<file path="src/rtl/sss_rd_seq.sv">
// SSS reference table read sequencer: picks one stored sequence and streams
// it out as valid/ready samples with a last marker, absorbing backpressure.
module sss_rd_seq #(
   parameter int pDAT_W   = 4,
   parameter int pDAT_Num = 1024,
   parameter int pSEQ_LEN = 128
) (
   input  logic              iclk,
   input  logic              irst_n,
   input  logic              istart,
   input  logic [7:0]        iseq_idx,
   output logic              obusy,
   output logic              oerr,
   output logic              oram_val,
   output logic [10:0]       oram_addr,
   input  logic [pDAT_W-1:0] iram_dat,
   output logic              oval,
   output logic [pDAT_W-1:0] odat,
   output logic              olast,
   input  logic              iready,
   output logic              odone
);

   localparam int          pSEQ_NUM = pDAT_Num / pSEQ_LEN;
   localparam logic [11:0] SEQ_NUM  = 12'(pSEQ_NUM);
   localparam logic [10:0] LEN      = 11'(pSEQ_LEN);
   localparam logic [10:0] CNT_LAST = 11'(pSEQ_LEN - 1);

   typedef enum logic [1:0] {IDLE, RUN, DRAIN} state_t;

   state_t      state_q, state_d;
   logic [10:0] base_q, base_d;
   logic [10:0] cnt_q, cnt_d;
   logic        oval_q, olast_q, oerr_q, odone_q;
   logic        issue, accept, last_issue;
   logic        start_bad, done_d;

   always_comb begin
      state_d   = state_q;
      base_d    = base_q;
      cnt_d     = cnt_q;
      issue     = 1'b0;
      start_bad = 1'b0;
      done_d    = 1'b0;
      accept    = oval_q && iready;
      unique case (state_q)
         IDLE: begin
            if (istart) begin
               if ({4'b0, iseq_idx} < SEQ_NUM) begin
                  base_d  = {3'b0, iseq_idx} * LEN;
                  cnt_d   = '0;
                  state_d = RUN;
               end else begin
                  start_bad = 1'b1;
               end
            end
         end
         RUN: begin
            // a read is only issued when the output register can take it
            issue = !oval_q || iready;
            if (issue) begin
               cnt_d = cnt_q + 11'd1;
               if (cnt_q == CNT_LAST)
                  state_d = DRAIN;
            end
         end
         DRAIN: begin
            if (accept && olast_q) begin
               state_d = IDLE;
               done_d  = 1'b1;
            end
         end
         default: state_d = IDLE;
      endcase
      last_issue = issue && (cnt_q == CNT_LAST);
   end

   always_ff @(posedge iclk or negedge irst_n) begin
      if (!irst_n) begin
         state_q <= IDLE;
         base_q  <= '0;
         cnt_q   <= '0;
         oval_q  <= 1'b0;
         olast_q <= 1'b0;
         oerr_q  <= 1'b0;
         odone_q <= 1'b0;
      end else begin
         state_q <= state_d;
         base_q  <= base_d;
         cnt_q   <= cnt_d;
         oerr_q  <= start_bad;
         odone_q <= done_d;
         if (issue) begin
            oval_q  <= 1'b1;
            olast_q <= last_issue;
         end else if (accept) begin
            oval_q  <= 1'b0;
            olast_q <= 1'b0;
         end
      end
   end

   assign obusy     = (state_q != IDLE);
   assign oerr      = oerr_q;
   assign oram_val  = issue;
   assign oram_addr = (state_q == RUN) ? base_q + cnt_q : '0;
   assign oval      = oval_q;
   assign odat      = iram_dat;
   assign olast     = olast_q;
   assign odone     = odone_q;

endmodule

</file>
<file path="config.mk">
export PLATFORM = sky130hd
export DESIGN_NAME = sss_rd_seq
export DESIGN_NICKNAME = d
export VERILOG_FILES = /design/src/rtl/sss_rd_seq.sv
export SDC_FILE = /design/constraint.sdc
export NUM_CORES = 1
export LEC_CHECK = 0
export CAP_MARGIN = 20
export CORE_MARGIN = 3
export CORE_UTILIZATION = 45
export DETAILED_ROUTE_END_ITERATION = 8
export GPL_ROUTABILITY_DRIVEN = 0
export PLACE_DENSITY_LB_ADDON = 0.1
export SLEW_MARGIN = 20
export SYNTH_ARGS = -nofsm -noshare
export SYNTH_HDL_FRONTEND = slang
export SYNTH_SLANG_ARGS = --single-unit
export TNS_END_PERCENT = 10
</file>
<file path="constraint.sdc">
create_clock -name iclk -period 2.46 [get_ports iclk]
set_input_delay 0.369 -clock iclk [delete_from_list [all_inputs] [get_ports iclk]]
set_output_delay 0.369 -clock iclk [all_outputs]
set_load 0.05 [all_outputs]
</file>
== After elaboration in Yosys (flattened, before gate mapping) ==
Index checks and enable logic that the tools add are counted.

* $add $sub $neg: 2
* Magnitude comparators: 1
* Equal/unequal tests: 8
* Muxes and demuxes: 20
* Reductions and logical operators: 12

{| class="wikitable"
|+ Operator list
! kind !! count
|-
| two-way mux 11 bit || 4
|-
| case mux 11 bit (2 select lines) || 1
|-
| adder 11 x 1 -> 11 bit, second input constant || 1
|-
| adder 11 bit || 1
|-
| == test 11 x 7 -> 1 bit, second input constant || 1
|-
| two-way mux 2 bit || 5
|-
| inequality test 2 bit, second input constant || 5
|-
| two-way mux 1 bit || 9
|-
| < comparator 8 x 4 -> 1 bit, second input constant || 1
|-
| case mux 2 bit (3 select lines) || 1
|-
| nonzero test 2 bit || 3
|-
| AND reduction 5 bit || 1
|-
| AND reduction 4 bit || 1
|-
| logical AND 1 bit || 3
|-
| AND reduction 3 bit || 1
|-
| == test 2 x 1 -> 1 bit, second input constant || 1
|-
| == test 2 bit, second input constant || 1
|-
| logical NOT 2 bit || 1
|-
| logical NOT 1 bit || 1
|-
| logical OR 1 bit || 1
|}

* Flip-flop bits (word level): 21
* Input bits: 16
* Output and inout bits: 21

== Longest topological paths before layout ==
* Depth after elaboration: 5
* Mapped depth: 6

== Worst setup path before layout ==
No wires, ideal clock.

* Path type: reg2out
* Start point: reg cnt_q[7]
* End point: out oram_addr[9]
* Arrival time: 1.775 ns
* Required time: 2.091 ns
* Slack: 0.316 ns
* Stages on the path, launching flop included: 5
* Path buffers: 0
* Cell sequence: dfrtp_1 ha_1 fa_1 xnor2_1 nor2_1

* Cells in the longest elaborated chain, start to end: 2

{| class="wikitable"
|+ RTL lines
! item !! RTL line !! text
|-
| from (decl) || 33 || <nowiki>logic [10:0] cnt_q, cnt_d;</nowiki>
|-
| from (signal assigned) || 90 || <nowiki>cnt_q <= cnt_d;</nowiki>
|-
| adder 11 bit || 106 || <nowiki>assign oram_addr = (state_q == RUN) ? base_q + cnt_q : '0;</nowiki>
|-
| two-way mux 11 bit || 106 ||
|-
| to (decl) || 15 || <nowiki>output logic [10:0] oram_addr,</nowiki>
|}

No other way between the ends.

== Worst setup path in the final report ==
Same ends and word-level chain as after synthesis.

==> flow_summary_export.csv <==
group,metric,value,unit
floorplan,rows,17,
synth,synth_area_leaders,"dfrtp_1 45%, and2_1 4.8%, ha_1 4.3%",
synth,syn-num-nets,142,
synth,async_flop_share,1.00,
critical_path,crit_path_start_kind,"flip-flop",
power,vdd_drop_max,0.428,mV
sta,fin_crit,2.23,ns
synth,ys_seq_area_frac,0.448,
synth,syn_inst,121,
placement,dp_slack,0.442,ns
sta,relSlewSlack,0.651,
critical_path,worstPathArrival,1.86,ns
power,p_leak,0.000708,uW
clock_network,clkSinkCount,21,
clock_network,cts_buffers,3,
placement,hpwl,1.85,mm
routing,ant_nets,0,
synth,ys_ff_latch,21,
synth,netlist.area_leader.share,0.448,
sta,slew_viol_final,0,
clock_network,cts_tree,"built",
sta,finClkSkew,0.00138,ns
outcome,status,"finished clean",
floorplan,core_area,2340,sq um
grt,first_global_vias,912,
power,pwr-share-comb,0.420,
sta,rsz0062_at_grt,"false",
finish,finalNonFillerCells,174,
power,total_power,1080,uW
floorplan,dieArea,3250,sq um
critical_path,critical_path.cell_chain,"ha_1 > fa_1 > xnor2_1 > nor2_1 > buf_12",
finish,final_cell_mix,"21 x dfrtp_1, 16 x clkdlybuf4s50_1, 13 x nand2_1",
grt,antenna_found_initial,0,
power,power_frac_clock,0.155,
critical_path,cpPeakStageDelay,0.46,ns
sta,tightest_slew,0.523,ns
synth,synth_edf_count,0,
power,seqPwrFrac,0.424,
routing,wirelength,2.41,mm
routing,num_vias,933,
grt,grt_max_degree,22,
critical_path,critPathRequiredTime,2.09,ns
floorplan,io_pins,37,
finish,stdcell_area,1490,sq um
power,p_int,633,uW
placement,numPortBuffers,28,
critical_path,critPathCaptureType,"output port",
sta,period_share,0.907,
min_path,hp-class,"in2async",
power,switchingPower,446,uW
grt,grt_pass1_wl,4.09,mm
grt,track_usage,0.156,
routing,vias_per_cell,5.36,
sta,setup_slack,0.228,ns
clock_network,htreeDepth,1,
synth,synth_area,1170,sq um
floorplan,die_h,57.0,um
sta,setup_violations,0,
critical_path,cp_slowest_cell,"dfrtp_1",
clock_network,clk_latency,0.30,ns
finish,final_common_cell,"dfrtp_1",
synth,synth_ff_type,"dfrtp_1",
clock_network,cts.repair.resized,0,
placement,place_area,1460,sq um
routing,routedWlPerCell,13.9,um
routing,drt_first_iter_violations,17,
critical_path,cp_max_fo,6,
sta,finalHoldViolCount,0,
synth,syn_avg_cell_area,9.69,sq um
placement,place_inst,170,
finish,finalNetCount,168,
finish,drive_gt1_frac,0.158,
clock_network,path_clk_slew,0.11,ns
floorplan,start_util,0.501,
sta,fmax,0.448,GHz
synth,synth_largest_area_cell,"dfrtp_1",
finish,antenna_cells,0,
clock_network,clock-root-buffer,"clkbuf_4",
grt,grt_overflow,0,
critical_path,path_class,"reg2out",
synth,yosysUniqueCellTypes,33,
power,switching_share,0.413,
finish,syn2layout_area_growth,27.1,%
sta,setup-tns-final,0,ns
synth,ys_warn_count,0,
clock_network,cts_max_path_buffers,2,
clock_network,cts_setup_buffers,0,
power,power_density,724,nW/um^2
routing,drc,0,
run,maxCapViolations,0,
routing,dr.pass1.iters,4,
clock_network,ctsHoldBuffers,0,
floorplan,fp.dieW,57.0,um
## cell usage after synthesis (2+ instances only)
| master | count |
|---|---|
| o31ai_1 | 2 |
| or3_1 | 2 |
| buf_2 | 2 |
| nor4b_1 | 2 |
| nand2b_1 | 2 |
| nand4_1 | 3 |
| nand2_1 | 13 |
| dfrtp_1 | 21 |
| mux2_2 | 3 |
| xor2_1 | 4 |
| ha_1 | 4 |
| inv_1 | 2 |
| nand3_1 | 9 |
| and3_1 | 4 |
| a21oi_1 | 3 |
| o21ai_0 | 5 |
| o211ai_1 | 2 |
| and2_1 | 9 |
| xnor2_1 | 3 |
| nor2_1 | 9 |
| buf_4 | 5 |
## flip-flops by register name, summed over array words and instances (netlist names)
signal,count
state_q,2
oval,1
olast,1
odone,1
oerr,1
base_q,4
cnt_q,11
## cell families (layout without fill, tap and decap cells)
family / Yosys count / count (layout) / synth area share
XOR/XNOR: 7 / 7 / 0.0523
AND/OR/NAND/NOR: 61 / 61 / 0.286
AO/OA/AOI/OAI: 13 / 13 / 0.0662
flip-flops: 21 / 21 / 0.448
buffers and inverters: 10 / 35 / 0.0502
multiplexers: 4 / 4 / 0.0374
adder cells (fa/ha/maj): 5 / 5 / 0.0598
## metal layers
metal,routed length [um],vias to the layer above,global-route usage,part of all wire
li1,-,460,-,-
met1,1120,451,0.219,0.47
met2,1160,20,0.245,0.48
met3,118,2,0.0430,0.049
met4,12,0,0.0298,0.0050
met5,0,-,0,0
## worst paths after layout
| check | startpoint | endpoint | slack (ns) | depth (start not counted) |
|---|---|---|---|---|
| worst max-delay path | cnt_q[7]$_DFFE_PN0P_ | oram_addr[9] | 0.23 | 5 |
| worst max register to register | state_q[1]$_DFFE_PN0P_ | cnt_q[8]$_DFFE_PN0P_ | 0.71 | 4 |
| min in group iclk | state_q[0]$_DFFE_PN0P_ | odone$_DFF_PN0_ | 0.50 | 1 |
| worst min register to register | state_q[0]$_DFFE_PN0P_ | odone$_DFF_PN0_ | 0.50 | 1 |
| worst min-delay path | irst_n | oerr$_DFF_PN0_ | 0.40 | 2 |
| max in group asynchronous | irst_n | base_q[10]$_DFFE_PN0P_ | 1.85 | 2 |
## through the flow
step	hold WS, ns	utilization
final	0.397	0.637
after global routing	0.418	0.637
after CTS	0.406	0.637
after detailed placement	0.481	0.626
after global placement	0.483	0.626
after floorplan	0.0734	-
## worst max-delay path: cells and delay by family (launching register included)
| kind | cells | cell delay [ns] |
|---|---|---|
| xor+xnor | 1 | 0.13 |
| flops | 1 | 0.46 |
| fa+ha+maj | 2 | 0.62 |
| simple gates | 1 | 0.17 |
| buf+inv | 1 | 0.17 |
## layout make-up
cell class                      instances  area (sq um)
Inverter                                2          7.51
Tap cell                               28          35.0
Timing Repair Buffer                   29           308
Clock buffer                            4          26.3
Sequential cell                        21           526
Fill cell                             212           850
Multi-Input combinational cell         90           588
## power groups by stage
stage | logic, uW | clock network (uW) | registers (uW)
detailed placement | 458 | 0 | 464
global route | 487 | 186 | 469
floorplan | 305 | 0 | 470
CTS | 459 | 172 | 458
finish | 453 | 167 | 458
global placement | 453 | 0 | 462
Note: power is estimated with default switching activity, not from simulation.
